## config.mk

```make
export PLATFORM = sky130hd
export DESIGN_NAME = bus_xbar_rr_flat
export DESIGN_NICKNAME = d
export VERILOG_FILES = /design/src/rtl/bus_xbar_rr_if.sv /design/src/rtl/bus_xbar_rr.sv /design/src/flat_wrapper.sv
export SDC_FILE = /design/constraint.sdc
export NUM_CORES = 1
export LEC_CHECK = 0
export ABC_AREA = 1
export ABC_CLOCK_PERIOD_IN_PS = 2650
export CAP_MARGIN = 20
export CORE_AREA = 3 3 245 247
export CTS_CLUSTER_DIAMETER = 60
export DETAILED_ROUTE_END_ITERATION = 6
export DIE_AREA = 0 0 248 250
export GPL_ROUTABILITY_DRIVEN = 0
export GPL_TIMING_DRIVEN = 0
export PLACE_DENSITY = 0.35
export SYNTH_ARGS = -nofsm -noshare
export SYNTH_HDL_FRONTEND = slang
export SYNTH_SLANG_ARGS = --single-unit
```

## constraint.sdc

```tcl
create_clock -name clk -period 2.65 [get_ports clk]
set_clock_uncertainty 0.2 [all_clocks]
set_input_delay 0.53 -clock clk [delete_from_list [all_inputs] [get_ports clk]]
set_output_delay 0.53 -clock clk [all_outputs]
set_load 0.02 [all_outputs]
```

## src/rtl/bus_xbar_rr_if.sv

```systemverilog
// bus_xbar_rr_if: shared-bus signal bundle between masters, crossbar and slaves
interface bus_xbar_rr_if #(
  parameter int NUM_M = 4,
  parameter int NUM_S = 8,
  parameter int ADDR_W = 30,
  parameter int DATA_W = 32
);
  logic [NUM_M-1:0] m_req_;
  logic [NUM_M*ADDR_W-1:0] m_addr;
  logic [NUM_M-1:0] m_as_;
  logic [NUM_M-1:0] m_rw;
  logic [NUM_M*DATA_W-1:0] m_wr_data;
  logic [NUM_M-1:0] m_grnt_;
  logic [DATA_W-1:0] m_rd_data;
  logic m_rdy_;
  logic m_err;
  logic [ADDR_W-1:0] s_addr;
  logic s_as_;
  logic s_rw;
  logic [DATA_W-1:0] s_wr_data;
  logic [NUM_S-1:0] s_cs_;
  logic [NUM_S*DATA_W-1:0] s_rd_data;
  logic [NUM_S-1:0] s_rdy_;
  modport xbar (
    input m_req_, m_addr, m_as_, m_rw, m_wr_data, s_rd_data, s_rdy_,
    output m_grnt_, m_rd_data, m_rdy_, m_err, s_addr, s_as_, s_rw, s_wr_data, s_cs_
  );
  modport master (
    output m_req_, m_addr, m_as_, m_rw, m_wr_data,
    input m_grnt_, m_rd_data, m_rdy_, m_err
  );
  modport slave (
    input s_addr, s_as_, s_rw, s_wr_data, s_cs_,
    output s_rd_data, s_rdy_
  );
endinterface

```

## src/rtl/bus_xbar_rr.sv

```systemverilog
// bus_xbar_rr: round-robin shared bus with ownership-gated chip selects and stall watchdog
module bus_xbar_rr #(
  parameter int NUM_M = 4,
  parameter int NUM_S = 8,
  parameter int ADDR_W = 30,
  parameter int DATA_W = 32,
  parameter int SEL_W = 3,
  parameter int TIMEOUT = 255
) (
  input logic clk,
  input logic reset,
  bus_xbar_rr_if.xbar b
);
  localparam int MW = $clog2(NUM_M);
  localparam int CW = TIMEOUT == 0 ? 1 : $clog2(TIMEOUT + 1);
  logic owner_vld_q, owner_vld_d;
  logic [MW-1:0] owner_q, owner_d, last_q, last_d;
  logic [CW-1:0] cnt_q, cnt_d;
  logic [SEL_W-1:0] sel;
  logic [NUM_S-1:0] cs_;
  logic [DATA_W-1:0] slv_data;
  logic mapped, slv_rdy_, stall, unmapped, to;
  // arbitration: keep the owner while it requests, else scan circularly from last+1
  always_comb begin
    owner_vld_d = owner_vld_q && !b.m_req_[owner_q];
    owner_d = owner_q;
    last_d = last_q;
    if (!owner_vld_d)
      for (int k = NUM_M; k >= 1; k--)
        for (int j = 0; j < NUM_M; j++)
          if (j == (int'(last_q) + k) % NUM_M && !b.m_req_[j]) begin
            owner_vld_d = 1'b1;
            owner_d = MW'(j);
            last_d = MW'(j);
          end
  end
  // grants are one-hot-low from the registered owner
  always_comb begin
    b.m_grnt_ = '1;
    for (int i = 0; i < NUM_M; i++)
      b.m_grnt_[i] = !(owner_vld_q && owner_q == MW'(i));
  end
  // master mux: owner drives the shared bus, an idle bus parks as a non-strobed read
  always_comb begin
    b.s_addr = '0;
    b.s_as_ = 1'b1;
    b.s_rw = 1'b1;
    b.s_wr_data = '0;
    for (int i = 0; i < NUM_M; i++)
      if (owner_vld_q && owner_q == MW'(i)) begin
        b.s_addr = b.m_addr[i*ADDR_W +: ADDR_W];
        b.s_as_ = b.m_as_[i];
        b.s_rw = b.m_rw[i];
        b.s_wr_data = b.m_wr_data[i*DATA_W +: DATA_W];
      end
  end
  assign sel = b.s_addr[ADDR_W-1 -: SEL_W];
  assign mapped = int'(sel) < NUM_S;
  // decode and slave mux: only an owned bus selects a slave
  always_comb begin
    cs_ = '1;
    slv_rdy_ = 1'b1;
    slv_data = '0;
    for (int i = 0; i < NUM_S; i++)
      if (owner_vld_q && int'(sel) == i) begin
        cs_[i] = 1'b0;
        slv_rdy_ = b.s_rdy_[i];
        slv_data = b.s_rd_data[i*DATA_W +: DATA_W];
      end
  end
  assign stall = owner_vld_q && !b.s_as_ && mapped && slv_rdy_;
  assign unmapped = owner_vld_q && !b.s_as_ && !mapped;
  assign to = TIMEOUT != 0 && stall && cnt_q == CW'(TIMEOUT);
  assign b.s_cs_ = cs_;
  assign b.m_err = unmapped || to;
  assign b.m_rdy_ = slv_rdy_ && !b.m_err;
  assign b.m_rd_data = b.m_err ? '0 : slv_data;
  // watchdog counts stalled cycles of one owner and restarts on any break in the stall
  always_comb begin
    cnt_d = (!stall || to || owner_vld_d != owner_vld_q || owner_d != owner_q) ? '0 : cnt_q + 1'b1;
  end
  // state registers
  always_ff @(posedge clk) begin
    if (reset) begin
      owner_vld_q <= 1'b0;
      owner_q <= '0;
      last_q <= MW'(NUM_M - 1);
      cnt_q <= '0;
    end else begin
      owner_vld_q <= owner_vld_d;
      owner_q <= owner_d;
      last_q <= last_d;
      cnt_q <= cnt_d;
    end
  end
endmodule
```

## src/flat_wrapper.sv

```systemverilog
// flat-port wrapper written by rule: the top's interface ports become plain ports
module bus_xbar_rr_flat 
#(
  parameter int NUM_M = 4,
  parameter int NUM_S = 8,
  parameter int ADDR_W = 30,
  parameter int DATA_W = 32,
  parameter int SEL_W = 3,
  parameter int TIMEOUT = 255
)
  (clk, reset, b_m_req_, b_m_addr, b_m_as_, b_m_rw, b_m_wr_data, b_s_rd_data, b_s_rdy_, b_m_grnt_, b_m_rd_data, b_m_rdy_, b_m_err, b_s_addr, b_s_as_, b_s_rw, b_s_wr_data, b_s_cs_);
  bus_xbar_rr_if #(.NUM_M(NUM_M), .NUM_S(NUM_S), .ADDR_W(ADDR_W), .DATA_W(DATA_W)) b_i ();
  input logic clk;
  input logic reset;
  input wire logic [$bits(b_i.m_req_)-1:0] b_m_req_;
  input wire logic [$bits(b_i.m_addr)-1:0] b_m_addr;
  input wire logic [$bits(b_i.m_as_)-1:0] b_m_as_;
  input wire logic [$bits(b_i.m_rw)-1:0] b_m_rw;
  input wire logic [$bits(b_i.m_wr_data)-1:0] b_m_wr_data;
  input wire logic [$bits(b_i.s_rd_data)-1:0] b_s_rd_data;
  input wire logic [$bits(b_i.s_rdy_)-1:0] b_s_rdy_;
  output wire logic [$bits(b_i.m_grnt_)-1:0] b_m_grnt_;
  output wire logic [$bits(b_i.m_rd_data)-1:0] b_m_rd_data;
  output wire logic [$bits(b_i.m_rdy_)-1:0] b_m_rdy_;
  output wire logic [$bits(b_i.m_err)-1:0] b_m_err;
  output wire logic [$bits(b_i.s_addr)-1:0] b_s_addr;
  output wire logic [$bits(b_i.s_as_)-1:0] b_s_as_;
  output wire logic [$bits(b_i.s_rw)-1:0] b_s_rw;
  output wire logic [$bits(b_i.s_wr_data)-1:0] b_s_wr_data;
  output wire logic [$bits(b_i.s_cs_)-1:0] b_s_cs_;
  assign b_i.m_req_ = b_m_req_;
  assign b_i.m_addr = b_m_addr;
  assign b_i.m_as_ = b_m_as_;
  assign b_i.m_rw = b_m_rw;
  assign b_i.m_wr_data = b_m_wr_data;
  assign b_i.s_rd_data = b_s_rd_data;
  assign b_i.s_rdy_ = b_s_rdy_;
  assign b_m_grnt_ = b_i.m_grnt_;
  assign b_m_rd_data = b_i.m_rd_data;
  assign b_m_rdy_ = b_i.m_rdy_;
  assign b_m_err = b_i.m_err;
  assign b_s_addr = b_i.s_addr;
  assign b_s_as_ = b_i.s_as_;
  assign b_s_rw = b_i.s_rw;
  assign b_s_wr_data = b_i.s_wr_data;
  assign b_s_cs_ = b_i.s_cs_;
  bus_xbar_rr #(.NUM_M(NUM_M), .NUM_S(NUM_S), .ADDR_W(ADDR_W), .DATA_W(DATA_W), .SEL_W(SEL_W), .TIMEOUT(TIMEOUT)) u_core (.clk(clk), .reset(reset), .b(b_i));
endmodule
```

# == Word-level counts from Yosys, hierarchy flattened ==
# Cells that the tools add are included.
# classes
add_sub_neg,5
magnitude_cmp,1
eq_ne,25
muxes,93
bitwise,5
reduce_logical,61
# op_table
cell,n
$mux W32,13
$logic_not A32 Y1,4
$mux W30,4
$mux W2,33
$mux W1,42
$logic_and A1 B1 Y1,33
$eq A3 B3 Y1 const A,8
$reduce_bool A16 Y1,1
$eq A2 B3 Y1 const A,4
$eq A3 B3 Y1 const B,4
$logic_not A1 Y1,12
$reduce_or A2 Y1,5
$add A8 B1 Y8 const B,1
$eq A8 B8 Y1 const B,1
$eq A3 B2 Y1 const B,2
$add A2 B1 Y2 const B,2
$add A2 B2 Y2 const B,2
$and A1 B1 Y1 const A,4
$eq A2 B2 Y1 const B,2
$eq A3 B1 Y1 const B,1
$logic_not A3 Y1,1
$logic_or A1 B1 Y1,3
$lt A2 B3 Y1 const B,1
$bmux W1 S2,1
6 further kinds,6
# totals
ff_bits,13
input_bits,526

# == Depth between registers and ports, before layout ==
# Gate-level depths: netlist of the first run.
# logic_depth
depth_word,26
depth_mapped,20
ltp_nobuf,19

# == Worst setup path before layout of the first run ==
# No wires, ideal clock.
# synth_timing
path_kind,flip-flop to output port
startpoint,reg u_core.owner_q[0]
endpoint,out b_m_rdy_
arrival_ns,2.752
required_ns,1.920
setup_slack_ns,-0.832
stages_incl_launch_ff,16
path_cell_list,dfxtp_1 -> buf_4 -> nand3_1 -> inv_2 -> nand2_1 -> nand4_1 -> nor2_1 -> inv_2 -> nor2_2 -> inv_1 -> or2_1 -> nand4_1 -> nor2_1 -> nand2_2 -> inv_1 -> nor2_1
# synth_between
elab_chain_len,20
word_cells_on_any_way,46
# synth_rtl
item,line_no,rtl
"start, declared",bus_xbar_rr.sv:17,"logic [MW-1:0] owner_q, owner_d, last_q, last_d;"
"start signal, assigned",bus_xbar_rr.sv:91,owner_q <= owner_d;
$logic_not A2 Y1,bus_xbar_rr.sv:50,if (owner_vld_q && owner_q == MW'(i)) begin
$logic_and A1 B1 Y1,bus_xbar_rr.sv:50,
$mux W30 (3 in series),bus_xbar_rr.sv:50,
$mux W30 (*),bus_xbar_rr.sv:50,
via b_s_addr[28],flat_wrapper.sv:26,output wire logic [$bits(b_i.s_addr)-1:0] b_s_addr;
$logic_not A3 Y1,bus_xbar_rr.sv:65,if (owner_vld_q && int'(sel) == i) begin
$logic_and A1 B1 Y1,bus_xbar_rr.sv:65,
$mux W1 (7 in series),bus_xbar_rr.sv:65,
$mux W1 (*),bus_xbar_rr.sv:65,
$logic_and A1 B1 Y1 (*),bus_xbar_rr.sv:71,assign stall = owner_vld_q && !b.s_as_ && mapped && slv_rdy_;
$logic_and A1 B1 Y1 (*),bus_xbar_rr.sv:73,assign to = TIMEOUT != 0 && stall && cnt_q == CW'(TIMEOUT);
via b_m_err,flat_wrapper.sv:25,output wire logic [$bits(b_i.m_err)-1:0] b_m_err;
$logic_not A1 Y1 (*),bus_xbar_rr.sv:76,assign b.m_rdy_ = slv_rdy_ && !b.m_err;
$logic_and A1 B1 Y1 (*),bus_xbar_rr.sv:76,
"end, declared",flat_wrapper.sv:24,output wire logic [$bits(b_i.m_rdy_)-1:0] b_m_rdy_;
# The timed path passes the listed nets; every way through them passes the cells marked *.

# == Final worst setup path of the first run ==
# layout_timing
startpoint,reg u_core.owner_vld_q
endpoint,out b_m_rd_data[11]
# layout_between
elab_chain_len,18
word_cells_on_any_way,49
# layout_rtl
item,line_no,rtl
"start, declared",bus_xbar_rr.sv:16,"logic owner_vld_q, owner_vld_d;"
"start signal, assigned",bus_xbar_rr.sv:90,owner_vld_q <= owner_vld_d;
$logic_and A1 B1 Y1,bus_xbar_rr.sv:50,
$mux W30 (4 in series),bus_xbar_rr.sv:50,
$logic_not A3 Y1,bus_xbar_rr.sv:65,
$logic_and A1 B1 Y1,bus_xbar_rr.sv:65,
$mux W1 (8 in series),bus_xbar_rr.sv:65,
$logic_and A1 B1 Y1,bus_xbar_rr.sv:71,
$logic_and A1 B1 Y1,bus_xbar_rr.sv:73,
$mux W32 (*),bus_xbar_rr.sv:77,assign b.m_rd_data = b.m_err ? '0 : slv_data;
"end, declared",flat_wrapper.sv:23,output wire logic [$bits(b_i.m_rd_data)-1:0] b_m_rd_data;
# Every way passes the cells marked *; elsewhere a longest branch is shown, timed or not.

==> results of run 1 <==
==> path summary, 6_finish.rpt <==
| path | end | slack, ns | start | cells past startpoint |
|---|---|---|---|---|
| worst max register to register | u_core.cnt_q[3]$_SDFF_PP0_ | -0.21 | u_core.owner_vld_q$_SDFF_PP0_ | 18 |
| worst min-delay path | u_core.cnt_q[0]$_SDFF_PP0_ | 0.27 | u_core.cnt_q[0]$_SDFF_PP0_ | 1 |
| worst max-delay path | b_m_rd_data[11] | -1.08 | u_core.owner_vld_q$_SDFF_PP0_ | 20 |
| worst min register to register | u_core.cnt_q[0]$_SDFF_PP0_ | 0.27 | u_core.cnt_q[0]$_SDFF_PP0_ | 1 |
==> report_power, final <==
part / internal, mW / switching, mW / leakage, nW
combinational: 3.99 / 4.81 / 5.54
sequential: 0.230 / 0.0382 / 0.107
clock: 0.203 / 0.0859 / 0.0382
total: 4.42 / 4.94 / 5.69
==> flip-flops by register name (all words and copies together), names as in the netlist <==
| name | count |
|---|---|
| u_core.last_q | 2 |
| u_core.cnt_q | 8 |
| u_core.owner_q | 2 |
| u_core.owner_vld_q | 1 |
==> critical path, cell delays in order, from the launching register on <==
cell                       delay, ns
sky130_fd_sc_hd__dfxtp_4        0.39
sky130_fd_sc_hd__inv_8          0.06
sky130_fd_sc_hd__nor3_4         0.26
sky130_fd_sc_hd__buf_6          0.15
sky130_fd_sc_hd__nand2_2        0.04
sky130_fd_sc_hd__nand4_1        0.11
sky130_fd_sc_hd__buf_12         0.16
sky130_fd_sc_hd__inv_6          0.06
sky130_fd_sc_hd__nand3b_1       0.10
sky130_fd_sc_hd__nand3_2        0.08
sky130_fd_sc_hd__nor3_2         0.17
sky130_fd_sc_hd__nand4_1        0.11
sky130_fd_sc_hd__buf_6          0.15
sky130_fd_sc_hd__nor2_4         0.15
sky130_fd_sc_hd__nand2_8        0.11
sky130_fd_sc_hd__buf_12         0.16
sky130_fd_sc_hd__buf_12         0.12
sky130_fd_sc_hd__buf_12         0.13
sky130_fd_sc_hd__nand2_2        0.05
sky130_fd_sc_hd__inv_2          0.03
sky130_fd_sc_hd__buf_6          0.12
==> synthesized netlist by cell type (all sizes together) (2+ instances only) <==
cell    count  area (um^2)
a21oi      41        205.2
buf         7        43.79
clkbuf     48        180.2
dfxtp      13        260.3
inv        68        255.3
nand2     531         1996
nand3      48        240.2
nand3b      2        15.01
nand4     114        713.2
nor2       28        112.6
nor3       17        101.4
o21ai       9        45.04
o22ai       7        43.79
or2        10        62.56
xnor2       2        17.52
xor2        4        35.03
==> kinds of logic after synthesis <==
logic type,after synthesis,share of synthesized area
xor+xnor,6,0.01199
simple gates,751,0.7410
compound gates,61,0.07453
fa+ha+maj,1,0.002855
buf+inv,124,0.1102
flops,13,0.05939
==> metrics by stage <==
stage	util	instances	total power [mW]	setup TNS (ns)
floorplan	-	956	3.576	-17.33
CTS	0.2241	2413	8.790	-56.90
global route	0.2387	2462	9.992	-50.69
global placement	0.2035	2356	7.507	-223.24
finish	0.2388	2463	9.361	-38.38
detailed placement	0.2036	2356	7.504	-194.14
==> cells in the final DEF (no fill, tap or decap), types with 7 or more instances in the layout <==
cell type / count
sky130_fd_sc_hd__clkbuf_16: 13
sky130_fd_sc_hd__or2_2: 7
sky130_fd_sc_hd__buf_8: 16
sky130_fd_sc_hd__nor3_1: 12
sky130_fd_sc_hd__nand4_1: 114
sky130_fd_sc_hd__clkbuf_2: 13
sky130_fd_sc_hd__nand2_4: 8
sky130_fd_sc_hd__buf_6: 99
sky130_fd_sc_hd__a21oi_2: 8
sky130_fd_sc_hd__diode_2: 13
sky130_fd_sc_hd__buf_4: 73
sky130_fd_sc_hd__nand3_1: 32
sky130_fd_sc_hd__clkdlybuf4s50_1: 521
sky130_fd_sc_hd__inv_1: 22
sky130_fd_sc_hd__nand2_1: 471
sky130_fd_sc_hd__nor2_1: 14
sky130_fd_sc_hd__o21ai_0: 7
sky130_fd_sc_hd__dfxtp_1: 10
sky130_fd_sc_hd__a21oi_1: 32
sky130_fd_sc_hd__inv_2: 35
sky130_fd_sc_hd__buf_12: 14
sky130_fd_sc_hd__nand3_2: 15
sky130_fd_sc_hd__buf_2: 9
sky130_fd_sc_hd__nor2_4: 13
sky130_fd_sc_hd__nand2_2: 51
==> timing repair <==
action                     CTS  global route
setup buffers               55            33
gates cloned                 2             7
hold buffers                 0             0
hold endpoints to repair     0             0
pin swaps                   42            45
setup endpoints to repair  117           108
gates resized for setup    552           375
==> final cells by class <==
cell class              instances  area [um^2]
diodes                         13        32.53
plain buffers                  53        583.1
clock buffers                   4        78.83
fillers                      6653        44000
inverters                      69        307.8
multi-input cells             819         4125
flip-flops and latches         13        269.0
well taps                     765        957.2
repair buffers                727         7450
==> routing by layer <==
metal	track usage	vias to the layer above	wire (um)	part of all wire
met5	0	-	47	0.00086
met4	0.05770	6	2198	0.040
met3	0.05039	64	4802	0.088
met2	0.3057	449	28070	0.52
met1	0.1648	4297	19350	0.36
li1	-	4602	-	-
==> flow_metrics.env, run 1 <==
export IMPL_synth_edf_count=0
export IMPL_clk_transition_reported_paths_ns=0.05
export IMPL_drcViolationCount=0
export IMPL_ys_types=31
export IMPL_final_layout_worst_hold_slack_ns=0.2652
export IMPL_power_density_nw_per_um2=678.1
export IMPL_overflow=0
export IMPL_timing_max_cap_violations=0
export IMPL_maximum_number_of_pins_on_one_net_before_global_route_repair=11
export IMPL_setup_worst_path_end_class="output pin"
export IMPL_synth_sequential_area_ratio=0.05939
export IMPL_syn_inst=956
export IMPL_detailedRoute_firstIterationViolations=341
export IMPL_critical_setup_path_class="reg2out"
export IMPL_chipHeight_um=250
export IMPL_synth_warnings=0
export IMPL_synth_nets=1483
export IMPL_ios=636
export IMPL_finish_instance_area_um2=13800
export IMPL_grt_total_usage=0.1617
export IMPL_layout_cells_sized_above_1=0.2463
export IMPL_critPathMaxFanout=7
export IMPL_first_global_vias=9908
export IMPL_placedInstanceArea_um2=11770
export IMPL_numClockSinks=13
export IMPL_wire_per_inst_um=22.11
export IMPL_clock_path_buffers=2
export IMPL_postRouteWirelength_um=54470
export IMPL_syn_area_per_cell_um2=4.583
export IMPL_irDropWorstVdd_v=0.0003710
export IMPL_worstPathRequired_ns=1.92
export IMPL_async_reset_ff_frac=0
export IMPL_start_kind="register"
export IMPL_synth_main_ff_cell="sky130_fd_sc_hd__dfxtp_1"
export IMPL_floorplan_core_area_um2=57810
export IMPL_time_the_worst_path_needs_with_i_o_delays_and_setup_ns=3.733
export IMPL_timing_hold_violations_final=0
export IMPL_syn_cell_area_um2=4382
export IMPL_cts_inserted_buffers=3
export IMPL_avgViaCountPerCell=3.824
export IMPL_min_path_type="reg2reg"
export IMPL_failed_checks="negative setup slack"
export IMPL_maxClockFrequency_mhz=267.9
export IMPL_power_leakage_nw=5.685
export IMPL_cts_root_buf="sky130_fd_sc_hd__clkbuf_16"
export IMPL_initial_core_util=0.07580
export IMPL_clock_tree_htree_level_count=1
export IMPL_area_delta_synth_final_pct=215.0
export IMPL_rsz0062_at_grt="true"
export IMPL_postRouteAntennaNets=0
export IMPL_num_vias=9418
export IMPL_port_buffers=635
export IMPL_final_max_slew_violation_count=0
export IMPL_worst_margin_pin_slew_ns=0.6743
export IMPL_global_route_wire_length_before_repair_um=71630
export IMPL_number_of_rows_created_at_floorplan=88
export IMPL_slew_headroom=0.5493
export IMPL_final_net_count=2213
export IMPL_synth_seq_cells=13
export IMPL_clock_latency_ns=0.24
export IMPL_cts_tree="built"
export IMPL_setup_slack_of_the_critical_path_after_layout_ns=-1.083
export IMPL_setup_viol=76
export IMPL_first_pass_detailed_route_iteration_total=4
export IMPL_final_min_period_over_clock_period=1.409
export IMPL_die_area_um2=62000
export IMPL_floorplan_die_width_um=248
export IMPL_antenna_violations_before_repair=15
export IMPL_detailed_place_hpwl_um=46960
export IMPL_preCtsSetupSlack_ns=-3.102
export IMPL_status="complete, but fails checks"
export IMPL_critPathArrivalTime_ns=3.00
Note: power is estimated with default switching activity, not from simulation.
==> run 2, diff against run 1 <==
--- a/config.mk
+++ b/config.mk
@@ -8,13 +8,15 @@
 export ABC_AREA = 1
 export ABC_CLOCK_PERIOD_IN_PS = 2650
 export CAP_MARGIN = 20
-export CORE_AREA = 3 3 245 247
+export CELL_PAD_IN_SITES_DETAIL_PLACEMENT = 1
+export CELL_PAD_IN_SITES_GLOBAL_PLACEMENT = 2
+export CORE_AREA = 3 3 247 249
 export CTS_CLUSTER_DIAMETER = 60
 export DETAILED_ROUTE_END_ITERATION = 6
-export DIE_AREA = 0 0 248 250
+export DIE_AREA = 0 0 250 252
 export GPL_ROUTABILITY_DRIVEN = 0
 export GPL_TIMING_DRIVEN = 0
-export PLACE_DENSITY = 0.35
+export PLACE_DENSITY = 0.75
 export SYNTH_ARGS = -nofsm -noshare
 export SYNTH_HDL_FRONTEND = slang
 export SYNTH_SLANG_ARGS = --single-unit
==> run 2 against run 1 <==
The flow still finishes with violations (negative setup slack). Flip-flop and latch count is the same. Utilization shrank 1.1 points. Power shrank 3.3%. Routed wire length shrank 0.66%. Global-route usage shrank 0.41 points. Hold slack gained 0.00086 ns. Sequential share of layout area grew 0.058 points. Register-to-register slack gained 0.20 ns. Final cell count shrank 0.89%. Sequential power grew 6%. Via count grew 0.65%. Critical endpoint is now b_m_rd_data[0].
==> flow_metrics.env, run 2 (synthesis results as in run 1) <==
export IMPL_status="complete, but fails checks"
export IMPL_failed_checks="negative setup slack"
export IMPL_nFillCells=7320
export IMPL_combinational_share_of_power=0.937
export IMPL_layout_cells_sized_above_1=0.2255
export IMPL_layout_common_cells="515 x sky130_fd_sc_hd__clkdlybuf4s50_1, 486 x sky130_fd_sc_hd__nand2_1, 114 x sky130_fd_sc_hd__nand4_1"
export IMPL_avgViaCountPerCell=3.883
export IMPL_maximum_number_of_pins_on_one_net_before_global_route_repair=11
export IMPL_final_layout_worst_hold_slack_ns=0.2660
export IMPL_placedInstanceArea_um2=11790
export IMPL_timing_max_cap_violations=0
export IMPL_register_with_the_most_flip_flops="u_core.cnt_q"
export IMPL_worst_margin_pin_slew_ns=0.5506
export IMPL_final_net_count=2191
export IMPL_clock_path_buffers=2
export IMPL_slew_headroom=0.6329
export IMPL_floorplan_core_area_um2=58910
export IMPL_sw_ratio=0.5424
export IMPL_utilization=0.2275
export IMPL_internal_power_mw=4.141
export IMPL_switchingPower_mw=4.908
export IMPL_overflow=0
export IMPL_final_standard_cell_count_with_taps_included_and_fillers_excluded=2441
export IMPL_chipHeight_um=252
export IMPL_final_max_slew_violation_count=0
export IMPL_clock_tree_htree_level_count=1
export IMPL_antenna_violations_before_repair=10
export IMPL_detailedRoute_firstIterationViolations=409
export IMPL_tns_ns=-34.66
export IMPL_detailed_place_hpwl_um=47110
export IMPL_post_place_cells=2366
export IMPL_postRouteWirelength_um=54110
export IMPL_timing_hold_violations_final=0
export IMPL_irDropWorstVdd_v=0.0004365
export IMPL_power_leakage_nw=5.460
export IMPL_port_buffers=635
export IMPL_first_pass_detailed_route_iteration_total=7
export IMPL_number_of_rows_created_at_floorplan=89
export IMPL_critPathMaxFanout=10
export IMPL_critical_setup_path_class="in2out"
export IMPL_clock_latency_ns=0.24
export IMPL_first_global_vias=10540
export IMPL_min_path_type="reg2reg"
export IMPL_start_kind="primary input"
export IMPL_fin_total_pwr_mw=9.049
export IMPL_area_delta_synth_final_pct=205.9
export IMPL_reg_top3="u_core.cnt_q: 8 flops, u_core.last_q: 2 flops, u_core.owner_q: 2 flops"
export IMPL_setup_viol=59
export IMPL_critPathArrivalTime_ns=2.98
export IMPL_wire_per_inst_um=22.17
export IMPL_preCtsSetupSlack_ns=-2.813
export IMPL_final_min_period_over_clock_period=1.400
export IMPL_maxClockFrequency_mhz=269.5
export IMPL_ctsHoldBuffers=0
export IMPL_time_the_worst_path_needs_with_i_o_delays_and_setup_ns=3.710
export IMPL_mostFrequentLayoutCell="sky130_fd_sc_hd__clkdlybuf4s50_1"
export IMPL_largest_register_ff_count=8
export IMPL_setup_worst_path_end_class="output pin"
export IMPL_initial_core_util=0.07438
export IMPL_global_route_wire_length_before_repair_um=73100
export IMPL_drcViolationCount=0
export IMPL_postRouteAntennaNets=0
export IMPL_cts_tree="built"
export IMPL_floorplan_die_width_um=250
export IMPL_die_area_um2=63000
export IMPL_cts_root_buf="sky130_fd_sc_hd__clkbuf_16"
export IMPL_setup_slack_of_the_critical_path_after_layout_ns=-1.060
export IMPL_clk_transition_reported_paths_ns=0.04
export IMPL_num_vias=9479
export IMPL_worstPathRequired_ns=1.92
export IMPL_ios=636
export IMPL_cts_inserted_buffers=3
export IMPL_rsz0062_at_grt="true"
export IMPL_numClockSinks=13
export IMPL_finish_instance_area_um2=13400
export IMPL_power_clock_fraction=0.031
export IMPL_power_density_nw_per_um2=675.2
export IMPL_grt_total_usage=0.1576
export IMPL_power_sequential_fraction=0.031
==> run 2: cell count changes in the layout (fill, tap and decap cells not counted), sizes merged, moves of 5 or more <==
cell           change
buf               -25
clkbuf             +5
clkdlybuf4s50      -6
diode              -8
dlygate4sd2        +6
==> run 2: path summary, 6_finish.rpt <==
path,start,end,slack [ns],depth (start not counted)
max,b_m_addr[28],b_m_rd_data[0],-1.06,16
min,u_core.cnt_q[0]$_SDFF_PP0_,u_core.cnt_q[0]$_SDFF_PP0_,0.27,1
max reg2reg,u_core.owner_q[1]$_SDFF_PP0_,u_core.cnt_q[4]$_SDFF_PP0_,-0.01,16
min reg2reg,u_core.cnt_q[0]$_SDFF_PP0_,u_core.cnt_q[0]$_SDFF_PP0_,0.27,1
==> run 2: layer usage <==
metal / GRT usage / vias to the layer above / wire (um)
li1: - / 4552 / -
met1: 0.1626 / 4423 / 19360
met2: 0.3166 / 447 / 29050
met3: 0.04268 / 53 / 4228
met4: 0.02950 / 4 / 1441
met5: 0 / - / 27
==> run 2: what timing repair did <==
| item | 4_1_cts | 5_1_grt |
|---|---|---|
| gates resized for setup | 682 | 228 |
| setup buffers | 44 | 19 |
| pin swaps | 31 | 33 |
| setup endpoints to repair | 117 | 116 |
| endpoints found under the hold margin | 0 | 0 |
| cloned | 3 | 4 |
==> run 2: critical path: stages <==
cell and delay, ns:
sky130_fd_sc_hd__clkdlybuf4s50_1 0.40, sky130_fd_sc_hd__nand2_1 0.07, sky130_fd_sc_hd__nand4_1 0.15, sky130_fd_sc_hd__buf_12 0.19, sky130_fd_sc_hd__nand2_4 0.08, sky130_fd_sc_hd__nor2_4 0.04
sky130_fd_sc_hd__buf_6 0.11, sky130_fd_sc_hd__buf_8 0.13, sky130_fd_sc_hd__clkbuf_2 0.24, sky130_fd_sc_hd__nand2_1 0.11, sky130_fd_sc_hd__nand4_1 0.11, sky130_fd_sc_hd__a21oi_2 0.26
sky130_fd_sc_hd__nand4_1 0.25, sky130_fd_sc_hd__nand2_4 0.13, sky130_fd_sc_hd__inv_2 0.04, sky130_fd_sc_hd__buf_6 0.12
==> run 2: final cells by class <==
cell class	count	area, um^2	area share
plain buffers	54	551.8	0.04117
well taps	773	967.2	0.07217
multi-input cells	819	4192	0.3128
repair buffers	704	7034	0.5249
diodes	5	12.51	0.0009336
flip-flops and latches	13	269.0	0.02007
clock buffers	4	78.83	0.005882
inverters	69	296.5	0.02213
==> run 2: power by group through the flow <==
stage                     combinational, mW  clock, mW  sequential [mW]
after global placement                 7.18          0            0.258
after global routing                   9.09      0.303            0.293
after floorplan                        3.32          0            0.253
after detailed placement               7.23          0            0.260
final                                  8.48      0.283            0.285
after CTS                              8.10      0.291            0.265
